### src/rtl/mem_arbiter_if.sv
// Bundles the fetch, mem and downstream MMU request/response signals.
// The arbiter takes the slave view, the environment drives the master view.
interface mem_arbiter_if;
  logic        fetch_request_enable;
  logic        freq_mode;
  logic [31:0] freq_addr;
  logic [31:0] freq_wdata;
  logic [3:0]  freq_wstrb;
  logic        fetch_response_enable;
  logic [31:0] fresp_data;

  logic        mem_request_enable;
  logic        mreq_mode;
  logic [31:0] mreq_addr;
  logic [31:0] mreq_wdata;
  logic [3:0]  mreq_wstrb;
  logic        mem_response_enable;
  logic [31:0] mresp_data;

  logic        request_enable;
  logic        req_mode;
  logic [31:0] req_addr;
  logic [31:0] req_wdata;
  logic [3:0]  req_wstrb;
  logic        response_enable;
  logic [31:0] resp_data;

  modport slave (
    input  fetch_request_enable, freq_mode,
    input  freq_addr, freq_wdata, freq_wstrb,
    output fetch_response_enable, fresp_data,
    input  mem_request_enable, mreq_mode,
    input  mreq_addr, mreq_wdata, mreq_wstrb,
    output mem_response_enable, mresp_data,
    output request_enable, req_mode,
    output req_addr, req_wdata, req_wstrb,
    input  response_enable, resp_data
  );

  modport master (
    output fetch_request_enable, freq_mode,
    output freq_addr, freq_wdata, freq_wstrb,
    input  fetch_response_enable, fresp_data,
    output mem_request_enable, mreq_mode,
    output mreq_addr, mreq_wdata, mreq_wstrb,
    input  mem_response_enable, mresp_data,
    input  request_enable, req_mode,
    input  req_addr, req_wdata, req_wstrb,
    output response_enable, resp_data
  );
endinterface

### src/rtl/mem_arbiter.sv
// Two-requester (fetch/mem) arbiter with one outstanding MMU transaction.
// Define MEM_ARBITER_RR_EN for round-robin ties; default is fixed mem priority.
module mem_arbiter (
  input logic       clk,
  input logic       rst,
  mem_arbiter_if.slave bus
);

  typedef struct packed {
    logic        mode;
    logic [31:0] addr;
    logic [31:0] wdata;
    logic [3:0]  wstrb;
  } slot_t;

  typedef enum logic {S_IDLE, S_WAIT} state_t;

  state_t state;
  logic   owner;
  logic   f_pend;
  logic   m_pend;
  slot_t  f_slot;
  slot_t  m_slot;

  slot_t  f_in;
  slot_t  m_in;
  slot_t  f_cur;
  slot_t  m_cur;
  slot_t  grant;
  logic   f_take;
  logic   m_take;
  logic   f_elig;
  logic   m_elig;
  logic   pick_mem;

`ifdef MEM_ARBITER_RR_EN
  logic   last_mem;
`endif

  assign f_in = {bus.freq_mode, bus.freq_addr,
                 bus.freq_wdata, bus.freq_wstrb};
  assign m_in = {bus.mreq_mode, bus.mreq_addr,
                 bus.mreq_wdata, bus.mreq_wstrb};

  // pending stays set while in flight, so it also masks duplicate pulses
  always_comb begin
    f_take = bus.fetch_request_enable & ~f_pend;
    m_take = bus.mem_request_enable & ~m_pend;
    f_elig = f_pend | f_take;
    m_elig = m_pend | m_take;
    f_cur  = f_pend ? f_slot : f_in;
    m_cur  = m_pend ? m_slot : m_in;
`ifdef MEM_ARBITER_RR_EN
    pick_mem = m_elig & (~f_elig | ~last_mem);
`else
    pick_mem = m_elig;
`endif
    grant = pick_mem ? m_cur : f_cur;
  end

  always_ff @(posedge clk) begin
    if (rst) begin
      state                     <= S_IDLE;
      owner                     <= 1'b0;
      f_pend                    <= 1'b0;
      m_pend                    <= 1'b0;
      f_slot                    <= '0;
      m_slot                    <= '0;
      bus.request_enable        <= 1'b0;
      bus.req_mode              <= 1'b0;
      bus.req_addr              <= '0;
      bus.req_wdata             <= '0;
      bus.req_wstrb             <= '0;
      bus.fetch_response_enable <= 1'b0;
      bus.mem_response_enable   <= 1'b0;
      bus.fresp_data            <= '0;
      bus.mresp_data            <= '0;
`ifdef MEM_ARBITER_RR_EN
      last_mem                  <= 1'b0;
`endif
    end else begin
      bus.request_enable        <= 1'b0;
      bus.fetch_response_enable <= 1'b0;
      bus.mem_response_enable   <= 1'b0;
      if (f_take) begin
        f_pend <= 1'b1;
        f_slot <= f_in;
      end
      if (m_take) begin
        m_pend <= 1'b1;
        m_slot <= m_in;
      end
      unique case (state)
        S_IDLE: begin
          if (f_elig | m_elig) begin
            state              <= S_WAIT;
            owner              <= pick_mem;
            bus.request_enable <= 1'b1;
            {bus.req_mode, bus.req_addr,
             bus.req_wdata, bus.req_wstrb} <= grant;
`ifdef MEM_ARBITER_RR_EN
            last_mem           <= pick_mem;
`endif
          end
        end
        S_WAIT: begin
          if (bus.response_enable) begin
            state <= S_IDLE;
            if (owner) begin
              m_pend                  <= 1'b0;
              bus.mresp_data          <= bus.resp_data;
              bus.mem_response_enable <= 1'b1;
            end else begin
              f_pend                    <= 1'b0;
              bus.fresp_data            <= bus.resp_data;
              bus.fetch_response_enable <= 1'b1;
            end
          end
        end
        default: state <= S_IDLE;
      endcase
    end
  end

endmodule

### src/flat_wrapper.sv
// flat-port wrapper written by rule: the top's interface ports become plain ports
module mem_arbiter_flat 
  (clk, rst, bus_fetch_request_enable, bus_freq_mode, bus_freq_addr, bus_freq_wdata, bus_freq_wstrb, bus_fetch_response_enable, bus_fresp_data, bus_mem_request_enable, bus_mreq_mode, bus_mreq_addr, bus_mreq_wdata, bus_mreq_wstrb, bus_mem_response_enable, bus_mresp_data, bus_request_enable, bus_req_mode, bus_req_addr, bus_req_wdata, bus_req_wstrb, bus_response_enable, bus_resp_data);
  mem_arbiter_if bus_i ();
  input logic clk;
  input logic rst;
  input wire logic [$bits(bus_i.fetch_request_enable)-1:0] bus_fetch_request_enable;
  input wire logic [$bits(bus_i.freq_mode)-1:0] bus_freq_mode;
  input wire logic [$bits(bus_i.freq_addr)-1:0] bus_freq_addr;
  input wire logic [$bits(bus_i.freq_wdata)-1:0] bus_freq_wdata;
  input wire logic [$bits(bus_i.freq_wstrb)-1:0] bus_freq_wstrb;
  output wire logic [$bits(bus_i.fetch_response_enable)-1:0] bus_fetch_response_enable;
  output wire logic [$bits(bus_i.fresp_data)-1:0] bus_fresp_data;
  input wire logic [$bits(bus_i.mem_request_enable)-1:0] bus_mem_request_enable;
  input wire logic [$bits(bus_i.mreq_mode)-1:0] bus_mreq_mode;
  input wire logic [$bits(bus_i.mreq_addr)-1:0] bus_mreq_addr;
  input wire logic [$bits(bus_i.mreq_wdata)-1:0] bus_mreq_wdata;
  input wire logic [$bits(bus_i.mreq_wstrb)-1:0] bus_mreq_wstrb;
  output wire logic [$bits(bus_i.mem_response_enable)-1:0] bus_mem_response_enable;
  output wire logic [$bits(bus_i.mresp_data)-1:0] bus_mresp_data;
  output wire logic [$bits(bus_i.request_enable)-1:0] bus_request_enable;
  output wire logic [$bits(bus_i.req_mode)-1:0] bus_req_mode;
  output wire logic [$bits(bus_i.req_addr)-1:0] bus_req_addr;
  output wire logic [$bits(bus_i.req_wdata)-1:0] bus_req_wdata;
  output wire logic [$bits(bus_i.req_wstrb)-1:0] bus_req_wstrb;
  input wire logic [$bits(bus_i.response_enable)-1:0] bus_response_enable;
  input wire logic [$bits(bus_i.resp_data)-1:0] bus_resp_data;
  assign bus_i.fetch_request_enable = bus_fetch_request_enable;
  assign bus_i.freq_mode = bus_freq_mode;
  assign bus_i.freq_addr = bus_freq_addr;
  assign bus_i.freq_wdata = bus_freq_wdata;
  assign bus_i.freq_wstrb = bus_freq_wstrb;
  assign bus_fetch_response_enable = bus_i.fetch_response_enable;
  assign bus_fresp_data = bus_i.fresp_data;
  assign bus_i.mem_request_enable = bus_mem_request_enable;
  assign bus_i.mreq_mode = bus_mreq_mode;
  assign bus_i.mreq_addr = bus_mreq_addr;
  assign bus_i.mreq_wdata = bus_mreq_wdata;
  assign bus_i.mreq_wstrb = bus_mreq_wstrb;
  assign bus_mem_response_enable = bus_i.mem_response_enable;
  assign bus_mresp_data = bus_i.mresp_data;
  assign bus_request_enable = bus_i.request_enable;
  assign bus_req_mode = bus_i.req_mode;
  assign bus_req_addr = bus_i.req_addr;
  assign bus_req_wdata = bus_i.req_wdata;
  assign bus_req_wstrb = bus_i.req_wstrb;
  assign bus_i.response_enable = bus_response_enable;
  assign bus_i.resp_data = bus_resp_data;
  mem_arbiter u_core (.clk(clk), .rst(rst), .bus(bus_i));
endmodule
### config.mk
export PLATFORM = sky130hd
export DESIGN_NAME = mem_arbiter_flat
export DESIGN_NICKNAME = d
export VERILOG_FILES = /design/src/rtl/mem_arbiter_if.sv /design/src/rtl/mem_arbiter.sv /design/src/flat_wrapper.sv
export SDC_FILE = /design/constraint.sdc
export NUM_CORES = 1
export LEC_CHECK = 0
export ABC_AREA = 1
export CORE_MARGIN = 1.5
export CORE_UTILIZATION = 45
export CTS_BUF_LIST = sky130_fd_sc_hd__clkbuf_4
export CTS_CLUSTER_DIAMETER = 200
export DETAILED_ROUTE_END_ITERATION = 10
export PLACE_DENSITY = 0.76
export SYNTH_ARGS = -nofsm -noshare
export SYNTH_HDL_FRONTEND = slang
export SYNTH_SLANG_ARGS = --single-unit
### constraint.sdc
create_clock -name clk -period 1.4 [get_ports clk]
set_input_delay 0.14 -clock clk [delete_from_list [all_inputs] [get_ports clk]]
set_output_delay 0.14 -clock clk [all_outputs]
set_load 0.01 [all_outputs]
==> impl_metrics.py, run 1 <==
metrics = {
    "cells_and_area": {
        "nets": 2462,
        "syn_to_final_growth_pct": 32.54,
        "finish.utilization": 0.6130,
        "drive_gt1_frac": 0.1571,
        "final_cells": 2707,
        "n_fill_cell": 2553,
    },
    "sta": {
        "post-route-period-util": 0.9736,
        "hold_viol_final": 0,
        "setup_viol": 0,
        "layout_min_cycle_time_ns": 1.363,
        "fin_setup_tns_ns": 0,
        "whs_ns": 0.04915,
        "rsz0062_at_grt": "true",
        "max_freq_mhz": 733.7,
        "slew_viol_final": 0,
        "final.setup_skew_ns": 0.03323,
        "worstMarginPinSlew_ns": 0.3824,
        "slew_headroom": 0.7451,
    },
    "clock_tree": {
        "clockBufferDepth": 3,
        "clkSinkCount": 278,
        "clkTransAtPathRegs_ns": 0.07,
        "clk_latency_ns": 0.66,
        "htree_levels": 3,
        "cts-root-buf": "clkbuf_4",
        "cts_buffers": 77,
        "cts_tree": "done",
    },
    "run_status": {
        "status": "completed",
    },
    "die": {
        "die_height_um": 170.1,
        "die_w_um": 170.1,
        "row_count": 60,
        "fp.dieArea_um2": 28940,
        "pin_count": 311,
        "start_util": 0.4625,
        "coreArea_um2": 27180,
    },
    "worst_hold_path": {
        "hold_start": "bus_resp_data[30]",
        "min_path_cells": 3,
        "holdPathEnd": "u_core.bus.fresp_data[30]",
        "hold_path_class": "in2reg",
    },
    "global_route": {
        "grt-ovfl-total": 0,
        "grt_pass1_vias": 12904,
        "grt.total_usage": 0.2688,
        "grt_max_degree": 73,
        "grt_pass1_wl_um": 62690,
        "grt_antenna_before_repair": 6,
    },
    "placement": {
        "port_buffers": 310,
        "place_congestion": 0.7961,
        "dp_cells": 2575,
        "dp_hpwl_um": 26040,
    },
    "setup_path": {
        "crit_start": "u_core.m_pend",
        "r2r_slack_ns": 0.04,
        "start_kind": "flip-flop",
        "crit_path_max_fanout": 23,
        "cp.required_ns": 1.99,
        "r2r_cells": 6,
        "r2r_start": "u_core.m_pend",
        "path_class": "reg2reg",
        "arrival_ns": 1.95,
        "worstReg2RegEnd": "u_core.bus.req_addr[27]",
        "endpoint_kind": "flip-flop",
    },
    "drt": {
        "drtIter0Drc": 1027,
        "wl_per_cell_um": 14.57,
        "wl_um": 39450,
        "wl_met1_um": 16430,
        "drt-vias-per-instance": 4.936,
        "drt_pre_antenna_iters": 5,
        "num_vias": 13362,
        "wl_met3_um": 3506,
        "met2_wirelength_um": 18360,
        "drc_errors": 0,
        "ant_nets": 0,
        "dr.max_layer_used": "met5",
    },
    "power": {
        "peakVddDrop_mv": 0.6703,
        "power.total_w": 0.01988,
        "power_density_nw_per_um2": 1193,
        "p_leak_nw": 8.287,
    },
    "synth": {
        "synth-seq-cells": 278,
        "synth_cell_types": 17,
        "syn_inst": 1977,
        "syn_area_um2": 12570,
        "syn_avg_cell_area_um2": 6.358,
        "yosys_warnings": 0,
        "syn-num-nets": 2152,
        "yosysSeqAreaShare": 0.4428,
    },
    "run": {
        "maxCapViolations": 0,
    },
}
[layout by cell type, fill, tap and decap left out, types with 2 or more instances in the layout]
master and count:
dfxtp_1 223, nand4_1 2, buf_12 24, nor2_1 141, dfxtp_4 2, clkdlybuf4s50_1 173
clkdlybuf4s15_2 7, dfxtp_2 53, inv_1 243, nand2_1 763, buf_4 22, diode_2 5
inv_2 4, nand2_4 2, nand2_2 2, inv_4 2, clkdlybuf4s15_1 2, nand3_1 135
buf_6 3, clkinv_1 8, clkbuf_4 110, a21oi_1 140, clkbuf_2 14, buf_2 114
o21ai_0 133
[worst max path at each step]
stage,end,cells after the start
6_report,u_core.bus.req_addr[27],6
5_1_grt,u_core.bus.req_addr[27],6
4_1_cts,bus_fresp_data[10],1
3_5_place_dp,u_core.bus.req_addr[3],8
3_3_place_gp,u_core.bus.req_wdata[15],8
2_1_floorplan,u_core.bus.req_addr[19],9
[per-layer routing]
metal / track usage / vias to the layer above
li1: - / 6673
met1: 0.3212 / 6079
met2: 0.4560 / 525
met3: 0.07140 / 83
met4: 0.1124 / 2
met5: 0 / -
[final cells by class]
type                            count  area, um^2  area share
Sequential cell                   278        5639      0.3385
Multi-Input combinational cell   1321        5515      0.3311
Timing Repair Buffer              361        3186      0.1912
Inverter                          248       940.9     0.05648
Clock buffer                      110       825.8     0.04957
Tap cell                          372       465.4     0.02794
Clock inverter                     12       75.07    0.004506
Antenna cell                        5       12.51   0.0007510
[per-stage QoR]
| stage | area [um^2] | setup WS (ns) |
|---|---|---|
| final | 16660 | 0.03696 |
| after global routing | 16660 | -0.005845 |
| after CTS | 17010 | 0.0001948 |
| after detailed placement | 16230 | -0.2228 |
| after global placement | 16230 | -0.1779 |
| after floorplan | 12570 | 0.1181 |
[synth_stat cells (all sizes together)]
cell type,n,area (um^2)
a21oi,140,700.7
buf,67,339.1
clkbuf,63,236.5
dfxtp,278,5565
inv,248,930.9
nand2,767,2884
nand3,135,675.7
nand4,2,12.51
nor2,143,553.0
o21ai,133,665.6
or2,1,6.260
[registers in the layout, indices dropped and copies added (netlist names)]
name and cells:
u_core.owner 1, u_core.m_pend 1, u_core.bus.req_mode 1, u_core.bus.request_enable 1, u_core.bus.req_addr 32, u_core.bus.mem_response_enable 1
u_core.bus.req_wstrb 4, u_core.bus.fetch_response_enable 1, u_core.bus.fresp_data 32, u_core.bus.req_wdata 32, u_core.bus.mresp_data 32, u_core.f_slot 69
u_core.f_pend 1, u_core.m_slot 69, u_core.state 1
[logic make-up (layout without fill, tap and decap cells)]
family	Yosys count	after routing	share of synthesized area
flops	278	278	0.4428
other cells	0	5	0
buf+inv	378	731	0.1198
simple gates	1048	1048	0.3287
compound gates	273	273	0.1087
[worst max-delay path, stage by stage, from the launching register on]
cell,delay (ns)
dfxtp_4,0.39
nor2_8,0.15
buf_4,0.31
nand3_1,0.20
nand2_1,0.10
nor2_1,0.04
nor2_1,0.10
[timing repair]
action                     4_1_cts  5_1_grt
gates resized for setup        480       99
pin swaps                        0        0
setup endpoints to repair      136      116
cloned                           0        1
setup buffers                    0        3
hold buffers                     1        0
hold endpoints to repair         1        0
[report_power, final]
| group | total, W | switching (W) | internal, W |
|---|---|---|---|
| combinational | 0.00396 | 0.00230 | 0.00167 |
| clock | 0.00706 | 0.00331 | 0.00374 |
| sequential | 0.00886 | 0.000305 | 0.00855 |
(Power assumes the default switching activity.)
==> run 2, diff against run 1 <==
CAP_MARGIN = 20   (was not set)
==> results of run 2 <==
Same layout as run 1: the final DEF is identical, and so are final timing and power.
==> run 3, diff against run 2 <==
GPL_ROUTABILITY_DRIVEN = 0   (was not set)
==> results of run 3 <==
Same layout as run 1: the final DEF is identical, and so are final timing and power.
